$ cat config.mk
export PLATFORM = sky130hd
export DESIGN_NAME = ptp_rx_parser
export DESIGN_NICKNAME = d
export VERILOG_FILES = /design/src/rtl/ptp_rx_parser.sv
export SDC_FILE = /design/constraint.sdc
export NUM_CORES = 1
export LEC_CHECK = 0
export BUFFER_PORTS_ARGS = -buffer_cell sky130_fd_sc_hd__buf_2
export CAP_MARGIN = 20
export CORE_ASPECT_RATIO = 1.1
export CORE_MARGIN = 2
export CORE_UTILIZATION = 40
export DETAILED_ROUTE_END_ITERATION = 7
export PLACE_DENSITY = 0.61
export SLEW_MARGIN = 20
export SYNTH_ARGS = -nofsm -noshare
export SYNTH_HDL_FRONTEND = slang
export SYNTH_SLANG_ARGS = --single-unit
$ cat constraint.sdc
create_clock -name clk -period 7.65 [get_ports clk]
set_input_delay 1.53 -clock clk [delete_from_list [all_inputs] [get_ports clk]]
set_output_delay 1.53 -clock clk [all_outputs]
set_load 0.005 [all_outputs]
$ cat src/rtl/ptp_rx_parser.sv
// PTP event receive parser: walks a GMII receive stream, timestamps the SFD,
// validates the PTP-over-Ethernet header and presents one record per good
// frame through a valid/ready handshake with a saturating overflow counter.
module ptp_rx_parser #(
  parameter int TS_W = 64
) (
  input  logic            clk,
  input  logic            arst,
  input  logic [7:0]      gmii_rxd,
  input  logic            gmii_rx_dv,
  input  logic            gmii_rx_er,
  input  logic [TS_W-1:0] timer_i,
  output logic            msg_valid_o,
  input  logic            msg_ready_i,
  output logic [3:0]      msg_type_o,
  output logic [15:0]     seq_id_o,
  output logic [TS_W-1:0] ts_o,
  output logic [15:0]     drop_cnt_o
);

  typedef enum logic [1:0] {IDLE, PREAMBLE, HDR, DROP} state_t;

  localparam logic [5:0] LAST_CNT = 6'd46;

  state_t          state;
  logic [5:0]      byte_cnt;
  logic [3:0]      p_type;
  logic [15:0]     p_seq;
  logic [TS_W-1:0] p_ts;
  logic            frame_done;

  // A frame completes only when dv drops after every captured header byte.
  assign frame_done = (state == HDR) && !gmii_rx_dv && (byte_cnt == LAST_CNT);

  // Receive-side state machine and pending-record capture.
  always_ff @(posedge clk or posedge arst) begin
    if (arst) begin
      state    <= IDLE;
      byte_cnt <= '0;
      p_type   <= '0;
      p_seq    <= '0;
      p_ts     <= '0;
    end else if (gmii_rx_dv && gmii_rx_er) begin
      // A coding error poisons the whole frame, whatever state we are in.
      state  <= DROP;
      p_type <= '0;
      p_seq  <= '0;
      p_ts   <= '0;
    end else begin
      case (state)
        IDLE: begin
          if (gmii_rx_dv) state <= (gmii_rxd == 8'h55) ? PREAMBLE : DROP;
        end
        PREAMBLE: begin
          if (!gmii_rx_dv) begin
            state <= IDLE;
          end else if (gmii_rxd == 8'hD5) begin
            p_ts     <= timer_i;
            byte_cnt <= '0;
            state    <= HDR;
          end else if (gmii_rxd != 8'h55) begin
            state <= DROP;
          end
        end
        HDR: begin
          if (!gmii_rx_dv) begin
            // Either a completed frame (record handled below) or a runt.
            state <= IDLE;
          end else begin
            if (byte_cnt != LAST_CNT) byte_cnt <= byte_cnt + 6'd1;
            case (byte_cnt)
              6'd12: if (gmii_rxd != 8'h88) state <= DROP;
              6'd13: if (gmii_rxd != 8'hF7) state <= DROP;
              6'd14: p_type <= gmii_rxd[3:0];
              6'd15: if (gmii_rxd[3:0] != 4'h2) state <= DROP;
              6'd44: p_seq[15:8] <= gmii_rxd;
              6'd45: p_seq[7:0]  <= gmii_rxd;
              default: ;
            endcase
          end
        end
        DROP: begin
          if (!gmii_rx_dv) state <= IDLE;
        end
        default: state <= IDLE;
      endcase
    end
  end

  // Output record register: a held record is never overwritten; a record that
  // finds the slot busy is counted as dropped.
  always_ff @(posedge clk or posedge arst) begin
    if (arst) begin
      msg_valid_o <= 1'b0;
      msg_type_o  <= '0;
      seq_id_o    <= '0;
      ts_o        <= '0;
      drop_cnt_o  <= '0;
    end else if (frame_done) begin
      if (!msg_valid_o || msg_ready_i) begin
        msg_valid_o <= 1'b1;
        msg_type_o  <= p_type;
        seq_id_o    <= p_seq;
        ts_o        <= p_ts;
      end else if (drop_cnt_o != 16'hFFFF) begin
        drop_cnt_o <= drop_cnt_o + 16'd1;
      end
    end else if (msg_valid_o && msg_ready_i) begin
      msg_valid_o <= 1'b0;
    end
  end

endmodule

=== Word level (Yosys, flattened, before mapping) ===
Cells that the tools add are included.

* Multipliers: 0
* Reduce and logical (&&, ||, !) cells: 26
* Shift operators: 0
* Equality and inequality tests: 30
* Multiplexer cells: 34
* Bitwise gates (word level): 2
* Add/sub/neg operators: 2
* Div/mod/pow operators: 0
* Magnitude comparators: 0

{| class="wikitable"
|+ Operator list
! cell !! number
|-
| $mux 64 || 4
|-
| $mux 16 || 3
|-
| $eq 6x4->1 const B || 4
|-
| $mux 6 || 4
|-
| $mux 2 || 11
|-
| $ne 5x5->1 const B || 4
|-
| $eq 6x6->1 const B || 3
|-
| $reduce_bool 2->1 || 9
|-
| $add 16x1->16 const B || 1
|-
| $mux 4 || 4
|-
| $mux 8 || 2
|-
| $ne 16x16->1 const B || 1
|-
| $ne 8x8->1 const B || 2
|-
| $reduce_and 3->1 || 5
|-
| $pmux 6 s2 || 1
|-
| $eq 8x7->1 const B || 1
|-
| $eq 8x8->1 const B || 1
|-
| $ne 8x7->1 const B || 1
|-
| $pmux 2 s4 || 1
|-
| $reduce_and 7->1 || 1
|-
| $add 6x1->6 const B || 1
|-
| $ne 2x2->1 const B || 3
|-
| $ne 3x3->1 const B || 2
|-
| $ne 6x2->1 const B || 1
|-
| 14 further kinds || 24
|}

* Memory bits (writable): 0
* Input port bits: 77
* Memories: 0
* Bits in latches: 0
* ROM bits: 0
* Bits in registers: 193
* Output and inout port bits: 101

=== Logic depth before layout (Yosys ltp) ===
Gate-level depths: netlist of run 1.

* Word-level depth: 6
* Depth in mapped cells: 8

=== Worst setup path before layout of run 1 ===
OpenSTA, ideal clock, no wires.

* Path kind: input -> register
* Start: input gmii_rxd[5]
* End: register byte_cnt[5]
* Slack: 4608 ps
* Buffers on the path: 0
* Cell stages on the path: 5
* Setup time: 121 ps
* Required time: 7529 ps
* Arrival time: 2921 ps
* Path through: or2_2 -> or4_4 -> o21ai_2 -> o21ai_1 -> a22o_1

* Longest elaborated chain between the ends: 3

{| class="wikitable"
|+ Ends and longest elaborated chain
! element !! RTL line !! text
|-
| start: declaration || 9 || <nowiki>input logic [7:0] gmii_rxd,</nowiki>
|-
| $eq 8x8->1 || 57 || <nowiki>end else if (gmii_rxd == 8'hD5) begin</nowiki>
|-
| $ne 2x2->1 (no line) || n/a ||
|-
| $reduce_and 6->1 (no line) || n/a ||
|-
| end signal: assignment || 70 || <nowiki>if (byte_cnt != LAST_CNT) byte_cnt <= byte_cnt + 6'd1;</nowiki>
|-
| end: declaration || 26 || <nowiki>logic [5:0] byte_cnt;</nowiki>
|}

No other way between the ends.
A chain may end at the register's enable or synchronous reset.

=== Worst setup path in the final report of run 1 ===
* Start: input gmii_rxd[3]
* End: register p_ts[56]

* Longest elaborated chain between the ends: 3

{| class="wikitable"
|+ Ends and longest elaborated chain
! element !! RTL line !! text
|-
| $eq 8x8->1 || 57 ||
|-
| $reduce_bool 2->1 (no line) || n/a ||
|-
| $reduce_and 3->1 (no line) || n/a ||
|-
| end signal: assignment || 58 || <nowiki>p_ts <= timer_i;</nowiki>
|-
| end: declaration || 29 || <nowiki>logic [TS_W-1:0] p_ts;</nowiki>
|}

No other way between the ends.

==> impl_metrics.yaml, run 1 <==
synth:
  synth-compound-area-share: 0.0526
  ys_ff_latch: 193
  async_flop_share: 1.00
  yosys-top-cells-count: "dfrtp_1 (193), nand2_1 (142), mux2_2 (85)"
  synth_top_area_frac: 0.612
  syn_inst: 655
  yosysMostFrequentCell: "dfrtp_1"
  synth_top_family_by_area: "multiplexers"
  synthMuxAreaShare: 0.149
  yosys.area.top_type: "dfrtp_1"
  yosys_warnings: 0
  yosys.area_share.adder: 0.00793
  yosys.area_share.xor_xnor: 0.0166
  ys_types: 43
  synth-simple-area-share: 0.131
  avgSynthCellArea_sq_um: 12.0
  synth-edff-count: 0
  synth_seq_area_share: 0.612
  synth-main-ff-cell: "dfrtp_1"
  synth_nets: 737
  synth.area.top_cells: "dfrtp_1 (61%), mux2_2 (12%), nand2_1 (6.8%), a21oi_1 (4.1%), mux2i_1 (2.8%)"
  syn_area_sq_um: 7890
place:
  place.gp.congestion: 0.786
  placed_cell_area_sq_um: 8920
  numPortBuffers: 177
  dp_hpwl_microns: 11400
setup_path:
  crit_type: "in2reg"
  worstPathCellList: "buf_2 > and4b_4 > nand3_4 > or4_2 > buf_4 > nand2_1 > a21oi_1"
  required_ns: 7.93
  arrival_ns: 3.76
  critPathSlowestCell: "or4_2"
  crit_fanout: 35
  cp-start-kind: "primary input"
  slowest_delay_ns: 1.02
  endpoint_kind: "flop"
sta:
  finalSetupViolCount: 0
  fmax_mhz: 288
  rsz0062_at_grt: "false"
  layout_min_cycle_time_ns: 3.48
  final_max_slew_viol_count: 0
  hold_viol_final: 0
  tightest_slew_ns: 0.952
  clock_skew_ns: 0.00819
  relSlewSlack: 0.365
  min_period_over_period: 0.454
  tns_ns: 0
layout:
  final_nets: 906
  drive_above_1_share: 0.374
  area_growth_pct: 20.4
  postLayoutCellArea_sq_um: 9500
worst_hold_path:
  hold_class: "reg2reg"
die:
  die_y_microns: 151
  coreArea_sq_um: 19200
  rows: 53
  die-area_sq_um: 20900
  ioPinCount: 178
  die_w_microns: 138
  start_util: 0.410
routing:
  drtIter0Drc: 240
  wire_per_inst_microns: 16.2
  routed_wl_microns: 17600
  drc: 0
  antenna_left: 0
  viasPerCell: 5.00
  drt-pass1-iter-count: 4
  dr_total_vias: 5428
global_route:
  antenna_found_initial: 0
  grt_pass1_vias: 5441
  grt_pass1_wl_microns: 28100
  grt_usage: 0.173
  grt_max_degree: 120
  gr-total-overflow: 0
clocking:
  cts_made_buffers: 17
  cts_root_buf: "clkbuf_16"
  ctsHoldBuffers: 0
  cts_tree: "yes"
  worstSkewPairLatency_ns: 0.42
  htree_levels: 4
  post_cts_buffers: 0
  post_cts_resize_count: 0
  clkTransAtPathRegs_ns: 0.07
  max-clock-path-buffers: 2
  cts.sinks: 193
pwr:
  leakagePower_nw: 4.98
  vdd_drop_max_uv: 143
  power_density_nw_per_um2: 209
flow_run:
  drv_cap: 0
outcome:
  status: "finished, final reports clean"
==> cell type report <==
class / instances / area, sq um
Timing Repair Buffer: 183 / 931
Fill cell: 1787 / 9730
Clock buffer: 20 / 447
Clock inverter: 12 / 125
Tap cell: 247 / 309
Sequential cell: 193 / 4830
Inverter: 4 / 22.5
Multi-Input combinational cell: 425 / 2830
Antenna cell: 1 / 2.50
==> through the flow <==
step	power, W	util	setup slack, ns	hold slack [ns]	instances
after detailed placement	0.00114	0.464	3.72	0.487	1052
after global routing	0.00206	0.494	4.07	0.514	1084
after global placement	0.00114	0.464	3.74	0.480	1052
final	0.00199	0.494	4.17	0.498	1085
after CTS	0.00202	0.494	4.17	0.500	1084
after floorplan	0.00110	-	0.864	0.480	655
==> flip-flops by register name, indices dropped and copies added (netlist names) <==
name and cells:
byte_cnt 6, p_seq 16, msg_valid_o 1, state 2, msg_type_o 4, seq_id_o 16, p_type 4, drop_cnt_o 16
p_ts 64, ts_o 64
==> worst max-delay path, delay by kind of cell <==
kind	cells	cell delay, ns
compound gates	1	0.07
buf+inv	2	0.54
simple gates	4	1.60
==> logic make-up after synthesis <==
logic type                 count (synthesis)
and+or+nand+nor                          220
DFF                                      193
muxes                                    107
AOI/OAI and AO/OA                         78
buffers and inverters                     37
xor gates and xnor gates                  15
adders and majority gates                  5
==> per-layer routing <==
layer / share of wire / GRT usage / routed length (microns)
met3: 0.060 / 0.0402 / 1060
met2: 0.47 / 0.277 / 8260
met4: 0.0092 / 0.0490 / 162
met1: 0.46 / 0.236 / 8080
met5: 0 / 0 / 0
==> report_power, final <==
| group | switching (W) | internal, W | leakage (nW) |
|---|---|---|---|
| combinational | 0.0000543 | 0.0000276 | 2.03 |
| clock | 0.000405 | 0.000467 | 0.269 |
| sequential | 0.00000923 | 0.00103 | 2.68 |
==> cells in the final DEF, fill, tap and decap left out, drive strengths merged, types with 4 or more instances in the layout <==
master,n
buf,183
nor2,26
nor4,5
nand3,14
clkinvlp,4
nor3,5
nand4,7
clkbuf,20
o21ai,7
xnor2,13
mux2i,22
ha,5
nand2,142
mux2,85
dfrtp,193
a21oi,65
inv,9
==> final timing paths <==
path | start | endpoint | slack, ns | cells after the start
min in group asynchronous | arst | p_ts[14] | 1.26 | 2
min reg2reg | drop_cnt_o[15] | drop_cnt_o[15] | 0.50 | 1
min | drop_cnt_o[15] | drop_cnt_o[15] | 0.50 | 1
max | gmii_rxd[3] | p_ts[56] | 4.17 | 7
max in group asynchronous | arst | p_ts[5] | 4.84 | 3
max reg2reg | byte_cnt[0] | ts_o[23] | 4.87 | 7
No activity file was read; power rests on OpenSTA's default activity.
==> run 2: changes to the inputs <==
--- a/config.mk
+++ b/config.mk
@@ -5,6 +5,7 @@
 export SDC_FILE = /design/constraint.sdc
 export NUM_CORES = 1
 export LEC_CHECK = 0
+export ABC_AREA = 1
 export BUFFER_PORTS_ARGS = -buffer_cell sky130_fd_sc_hd__buf_2
 export CAP_MARGIN = 20
 export CORE_ASPECT_RATIO = 1.1
==> constraint.sdc (replaced) <==
create_clock -name clk -period 3.65 [get_ports clk]
set_input_delay 0.73 -clock clk [delete_from_list [all_inputs] [get_ports clk]]
set_output_delay 0.73 -clock clk [all_outputs]
set_load 0.005 [all_outputs]
==> run 2 against run 1 <==
Worst hold slack worse by 0.24 ns. Sequential power up 130%. Critical path depth rose by 3. Utilization shrank 1.2 points. First-iteration DRC count is 36% higher. Final cell count grew 23%. Combinational power rose to 6.1 times the previous value. Clock-buffer cell count did not move. Die area increased by 4.2%. Critical path type is now reg2reg. Register-to-register slack worse by 3.5 ns. Non-clock buffer count fell by 1.
==> impl_metrics.yaml, run 2 <==
die:
  die_w_microns: 141
  die_y_microns: 154
  rows: 55
  coreArea_sq_um: 20400
  start_util: 0.404
  die-area_sq_um: 21700
  ioPinCount: 178
sta:
  fmax_mhz: 436
  layout_setup_ws_ns: 1.36
  finalSetupViolCount: 0
  clock_skew_ns: 0.0111
  hold_viol_final: 0
  final_max_slew_viol_count: 0
  min_period_over_period: 0.628
  layout_min_cycle_time_ns: 2.29
  tns_ns: 0
  relSlewSlack: 0.443
  holdWs_ns: 0.260
  rsz0062_at_grt: "false"
  tightest_slew_ns: 0.836
setup_path:
  crit_fanout: 128
  critPathMostFrequentCell: "inv_1"
  critPathBufInv: 4
  worstPathCellList: "inv_1 > ha_1 > inv_1 > nor2_1 > nand2_1 > inv_1 > nand3_4 > buf_12 > nand2_1 > o21ai_1"
  arrival_ns: 2.58
  slowest_delay_ns: 0.43
  cp-start-kind: "flop"
  crit_type: "reg2reg"
  required_ns: 3.94
  critPathSlowestCell: "dfrtp_1"
  endpoint_kind: "flop"
  cp_top_family: "simple AND/OR/NAND/NOR gates"
clocking:
  post_cts_buffers: 0
  worstSkewPairLatency_ns: 0.43
  cts_root_buf: "clkbuf_16"
  ctsHoldBuffers: 0
  cts.sinks: 193
  post_cts_resize_count: 0
  htree_levels: 4
  cts_made_buffers: 17
  max-clock-path-buffers: 2
  cts_tree: "yes"
  clkTransAtPathRegs_ns: 0.08
synth:
  synth-edff-count: 0
  synth_top_area_frac: 0.587
  synth_seq_area_share: 0.587
  ys_types: 28
  async_flop_share: 1.00
  yosysMostFrequentCell: "dfrtp_1"
  yosys.area_share.adder: 0.00760
  yosys_warnings: 0
  yosys-top-cells-count: "dfrtp_1 (193), nand2_1 (192), inv_1 (122)"
  synth-main-ff-cell: "dfrtp_1"
  synthMuxAreaShare: 0.00547
  synth_nets: 991
  avgSynthCellArea_sq_um: 9.06
  ys_ff_latch: 193
  synth.area.top_cells: "dfrtp_1 (59%), nand2_1 (8.8%), o21ai_0 (6.3%), inv_1 (5.6%), nand3_1 (5.3%)"
  synth-compound-area-share: 0.115
  syn_area_sq_um: 8230
  syn_inst: 909
  yosys.area.top_type: "dfrtp_1"
  synth-simple-area-share: 0.178
  synth_top_family_by_area: "simple AND/OR/NAND/NOR gates"
  yosys.area_share.xor_xnor: 0.0128
layout:
  final_nets: 1146
  final_common_cell: "dfrtp_1"
  regArea_sq_um: 4830
  mostFrequentLayoutCells: "dfrtp_1 (193), nand2_1 (191), buf_2 (177)"
  multi_input_area_sq_um: 2650
  diodes: 0
  drive_above_1_share: 0.216
  area_growth_pct: 19.3
  finish.utilization: 0.482
  reg.largest.list: "p_ts (64), ts_o (64)"
  n_fill_cell: 1992
pwr:
  seq_power_share: 0.501
  p_int_w: 0.00341
  clkPwrFrac: 0.391
  p_sw_frac: 0.267
  power_density_nw_per_um2: 474
  p_switching_w: 0.00124
  vdd_drop_max_uv: 310
  combPwrFrac: 0.107
  finalPower_w: 0.00466
  leakagePower_nw: 5.05
place:
  dp_hpwl_microns: 11900
  place_ws_ns: 1.29
  numPortBuffers: 177
  place.gp.congestion: 0.822
routing:
  drt-pass1-iter-count: 4
  dr_total_vias: 6330
  antenna_left: 0
  wire_per_inst_microns: 13.6
  drc: 0
  viasPerCell: 4.75
  drtIter0Drc: 327
  routed_wl_microns: 18200
global_route:
  grt_pass1_wl_microns: 30100
  grt_usage: 0.171
  gr-total-overflow: 0
  antenna_found_initial: 0
  grt_max_degree: 129
  grt_pass1_vias: 5979
outcome:
  status: "finished, final reports clean"
flow_run:
  drv_cap: 0
worst_hold_path:
  hold_class: "in2async"
==> run 2: final cells by class <==
| cell class | count | area share |
|---|---|---|
| clock buffers | 20 | 0.0455 |
| clock inverters | 12 | 0.0125 |
| inverters | 126 | 0.0486 |
| multi-input cells | 544 | 0.270 |
| flip-flops and latches | 193 | 0.492 |
| well taps | 256 | 0.0326 |
| repair buffers | 182 | 0.0992 |
==> run 2: metal layers <==
metal,vias to the layer above,GRT usage,wire [microns]
li1,3215,-,-
met1,2943,0.246,8750
met2,152,0.259,8140
met3,20,0.0418,1050
met4,0,0.0505,248
met5,-,0,0
==> run 2: final timing paths <==
path,from,end,slack [ns],cells after the start
hold reg to reg,ts_o[41],ts_o[41],0.48,2
setup reg to reg,byte_cnt[0],ts_o[54],1.36,10
setup / recovery,byte_cnt[0],ts_o[54],1.36,10
min in group clk,ts_o[41],ts_o[41],0.48,2
max in group asynchronous,arst,p_ts[25],2.53,3
hold / removal,arst,seq_id_o[12],0.26,2
==> run 2: cells by family after synthesis <==
family | after synthesis
AOI/OAI and AO/OA | 182
xor gates and xnor gates | 12
adders and majority gates | 5
buffers and inverters | 172
DFF | 193
muxes | 4
and+or+nand+nor | 341
==> run 2: metrics by stage <==
stage               cells  cell area (sq um)
global route         1333               9820
CTS                  1333               9820
floorplan             909               8240
finish               1333               9820
global placement     1301               9250
detailed placement   1301               9250
==> run 2: worst register-to-register path, cell delays in order (launching register included) <==
cell and delay (ns):
dfrtp_1 0.43, inv_1 0.13, ha_1 0.15, inv_1 0.03, nor2_1 0.13, nand2_1 0.09
inv_1 0.11, nand3_4 0.35, buf_12 0.37, nand2_1 0.28, o21ai_1 0.08
==> run 2: power by group through the flow <==
stage	logic, W	clock network [W]	registers [W]
final	0.000500	0.00182	0.00233
after global routing	0.000587	0.00197	0.00235
after CTS	0.000513	0.00188	0.00233
after detailed placement	0.000509	0	0.00238
after global placement	0.000499	0	0.00237
after floorplan	0.000372	0	0.00236
==> run 3: changes to the inputs <==
--- a/config.mk
+++ b/config.mk
@@ -5,7 +5,7 @@
 export SDC_FILE = /design/constraint.sdc
 export NUM_CORES = 1
 export LEC_CHECK = 0
-export ABC_AREA = 1
+export ABC_AREA = 0
 export BUFFER_PORTS_ARGS = -buffer_cell sky130_fd_sc_hd__buf_2
 export CAP_MARGIN = 20
 export CORE_ASPECT_RATIO = 1.1
==> constraint.sdc (replaced) <==
create_clock -name clk -period 2.2 [get_ports clk]
set_input_delay 0.44 -clock clk [delete_from_list [all_inputs] [get_ports clk]]
set_output_delay 0.44 -clock clk [all_outputs]
set_load 0.005 [all_outputs]
==> run 3 against run 2 <==
Fmax is 11% higher. Die area is 4.0% lower. Clock power is 66% higher. Clock-buffer cell count is 3 lower. First-iteration DRC count is 4.9% lower. Critical endpoint is now drop_cnt_o[10].
==> impl_metrics.yaml, run 3 (synthesis results as in run 1) <==
outcome:
  status: "finished, final reports clean"
sta:
  tightest_slew_ns: 0.520
  hold_viol_final: 0
  fmax_mhz: 484
  relSlewSlack: 0.651
  rsz0062_at_grt: "false"
  final_max_slew_viol_count: 0
  min_period_over_period: 0.938
  tns_ns: 0
  clock_skew_ns: 0.0107
  finalSetupViolCount: 0
  layout_min_cycle_time_ns: 2.06
layout:
  final_nets: 933
  n_fill_cell: 1721
  finish.utilization: 0.510
  area_growth_pct: 24.2
  mostFrequentLayoutCells: "dfrtp_1 (193), buf_2 (177), nand2_1 (142)"
  regArea_sq_um: 4830
  drive_above_1_share: 0.397
  diodes: 0
  reg.largest.list: "p_ts (64), ts_o (64)"
  multi_input_area_sq_um: 2830
  final_common_cell: "dfrtp_1"
routing:
  drtIter0Drc: 311
  wire_per_inst_microns: 15.4
  viasPerCell: 4.94
  routed_wl_microns: 17100
  drt-pass1-iter-count: 4
  dr_total_vias: 5493
  antenna_left: 0
  drc: 0
clocking:
  max-clock-path-buffers: 2
  cts_root_buf: "clkbuf_16"
  cts.sinks: 193
  clkTransAtPathRegs_ns: 0.07
  cts_made_buffers: 17
  cts_tree: "yes"
  worstSkewPairLatency_ns: 0.43
  htree_levels: 4
place:
  place.gp.congestion: 0.792
  dp_hpwl_microns: 11300
  numPortBuffers: 177
setup_path:
  cp-start-kind: "flop"
  worstPathCellList: "nand2b_1 > or4_4 > nor4_4 > buf_4 > nand4_1 > xnor2_1"
  endpoint_kind: "flop"
  crit_fanout: 6
  critPathBufInv: 1
  setup.worst_path.start: "state[0]"
  crit_type: "reg2reg"
  arrival_ns: 2.38
  required_ns: 2.52
  cp_top_family: "simple AND/OR/NAND/NOR gates"
  critPathSlowestCell: "or4_4"
  reg2reg_from: "state[0]"
  slowest_delay_ns: 0.55
global_route:
  antenna_found_initial: 0
  grt_pass1_vias: 5471
  grt_usage: 0.170
  grt_max_degree: 85
  grt_pass1_wl_microns: 27700
  gr-total-overflow: 0
die:
  ioPinCount: 178
  start_util: 0.410
  die_y_microns: 151
  coreArea_sq_um: 19200
  die_w_microns: 138
  die-area_sq_um: 20900
  rows: 53
worst_hold_path:
  hold_class: "in2async"
flow_run:
  drv_cap: 0
pwr:
  vdd_drop_max_uv: 521
  power_density_nw_per_um2: 708
  leakagePower_nw: 5.15
-- run 3: layer usage --
layer | GRT usage | share of wire | vias up
met5 | 0 | 0 | -
met4 | 0.0561 | 0.013 | 0
met3 | 0.0345 | 0.050 | 16
met2 | 0.266 | 0.46 | 140
met1 | 0.238 | 0.48 | 2710
li1 | - | - | 2627
-- run 3: through the flow --
stage	total power (W)	std cells	setup WS [ns]	instance area (sq um)	hold WS, ns
5_1_grt	0.00722	1111	0.0384	9800	0.133
6_report	0.00694	1111	0.136	9800	0.122
3_5_place_dp	0.00400	1078	-0.0411	9220	0.487
2_1_floorplan	0.00381	655	-0.730	7900	0.480
4_1_cts	0.00704	1110	0.117	9790	0.117
3_3_place_gp	0.00400	1078	-0.0231	9220	0.480
-- run 3: worst paths after layout --
path                                       end  cells past startpoint  slack [ns]
worst max-delay path            drop_cnt_o[10]                      6        0.14
worst min register to register        ts_o[36]                      1        0.50
max in group asynchronous       drop_cnt_o[14]                      3        1.64
min in group clk                      p_ts[52]                      3        0.24
worst max register to register  drop_cnt_o[10]                      6        0.14
worst min-delay path                  ts_o[31]                      3        0.12
-- run 3: timing repair --
| action | 4_1_cts | 5_1_grt |
|---|---|---|
| resized for setup | 0 | 1 |
| setup buffers | 0 | 1 |
| setup endpoints to repair | 0 | 1 |
| hold buffers | 0 | 0 |
-- run 3: final cells by class --
cell class / count / area share
clock inverter: 15 / 0.0154
inverter: 4 / 0.00191
multi-input combinational: 425 / 0.289
timing repair buffer: 210 / 0.126
clock buffer: 17 / 0.0434
sequential: 193 / 0.493
tap: 247 / 0.0315
-- run 3: worst min-delay path: stages --
cell and delay, ns:
buf_2 0.11, clkinvlp_4 0.13, buf_12 0.23
-- run 3: report_power, final --
part / total (W) / internal [W] / switching, W
registers: 0.00359 / 0.00356 / 0.0000218
clock network: 0.00302 / 0.00160 / 0.00142
logic: 0.000336 / 0.000130 / 0.000206
total: 0.00694 / 0.00529 / 0.00165
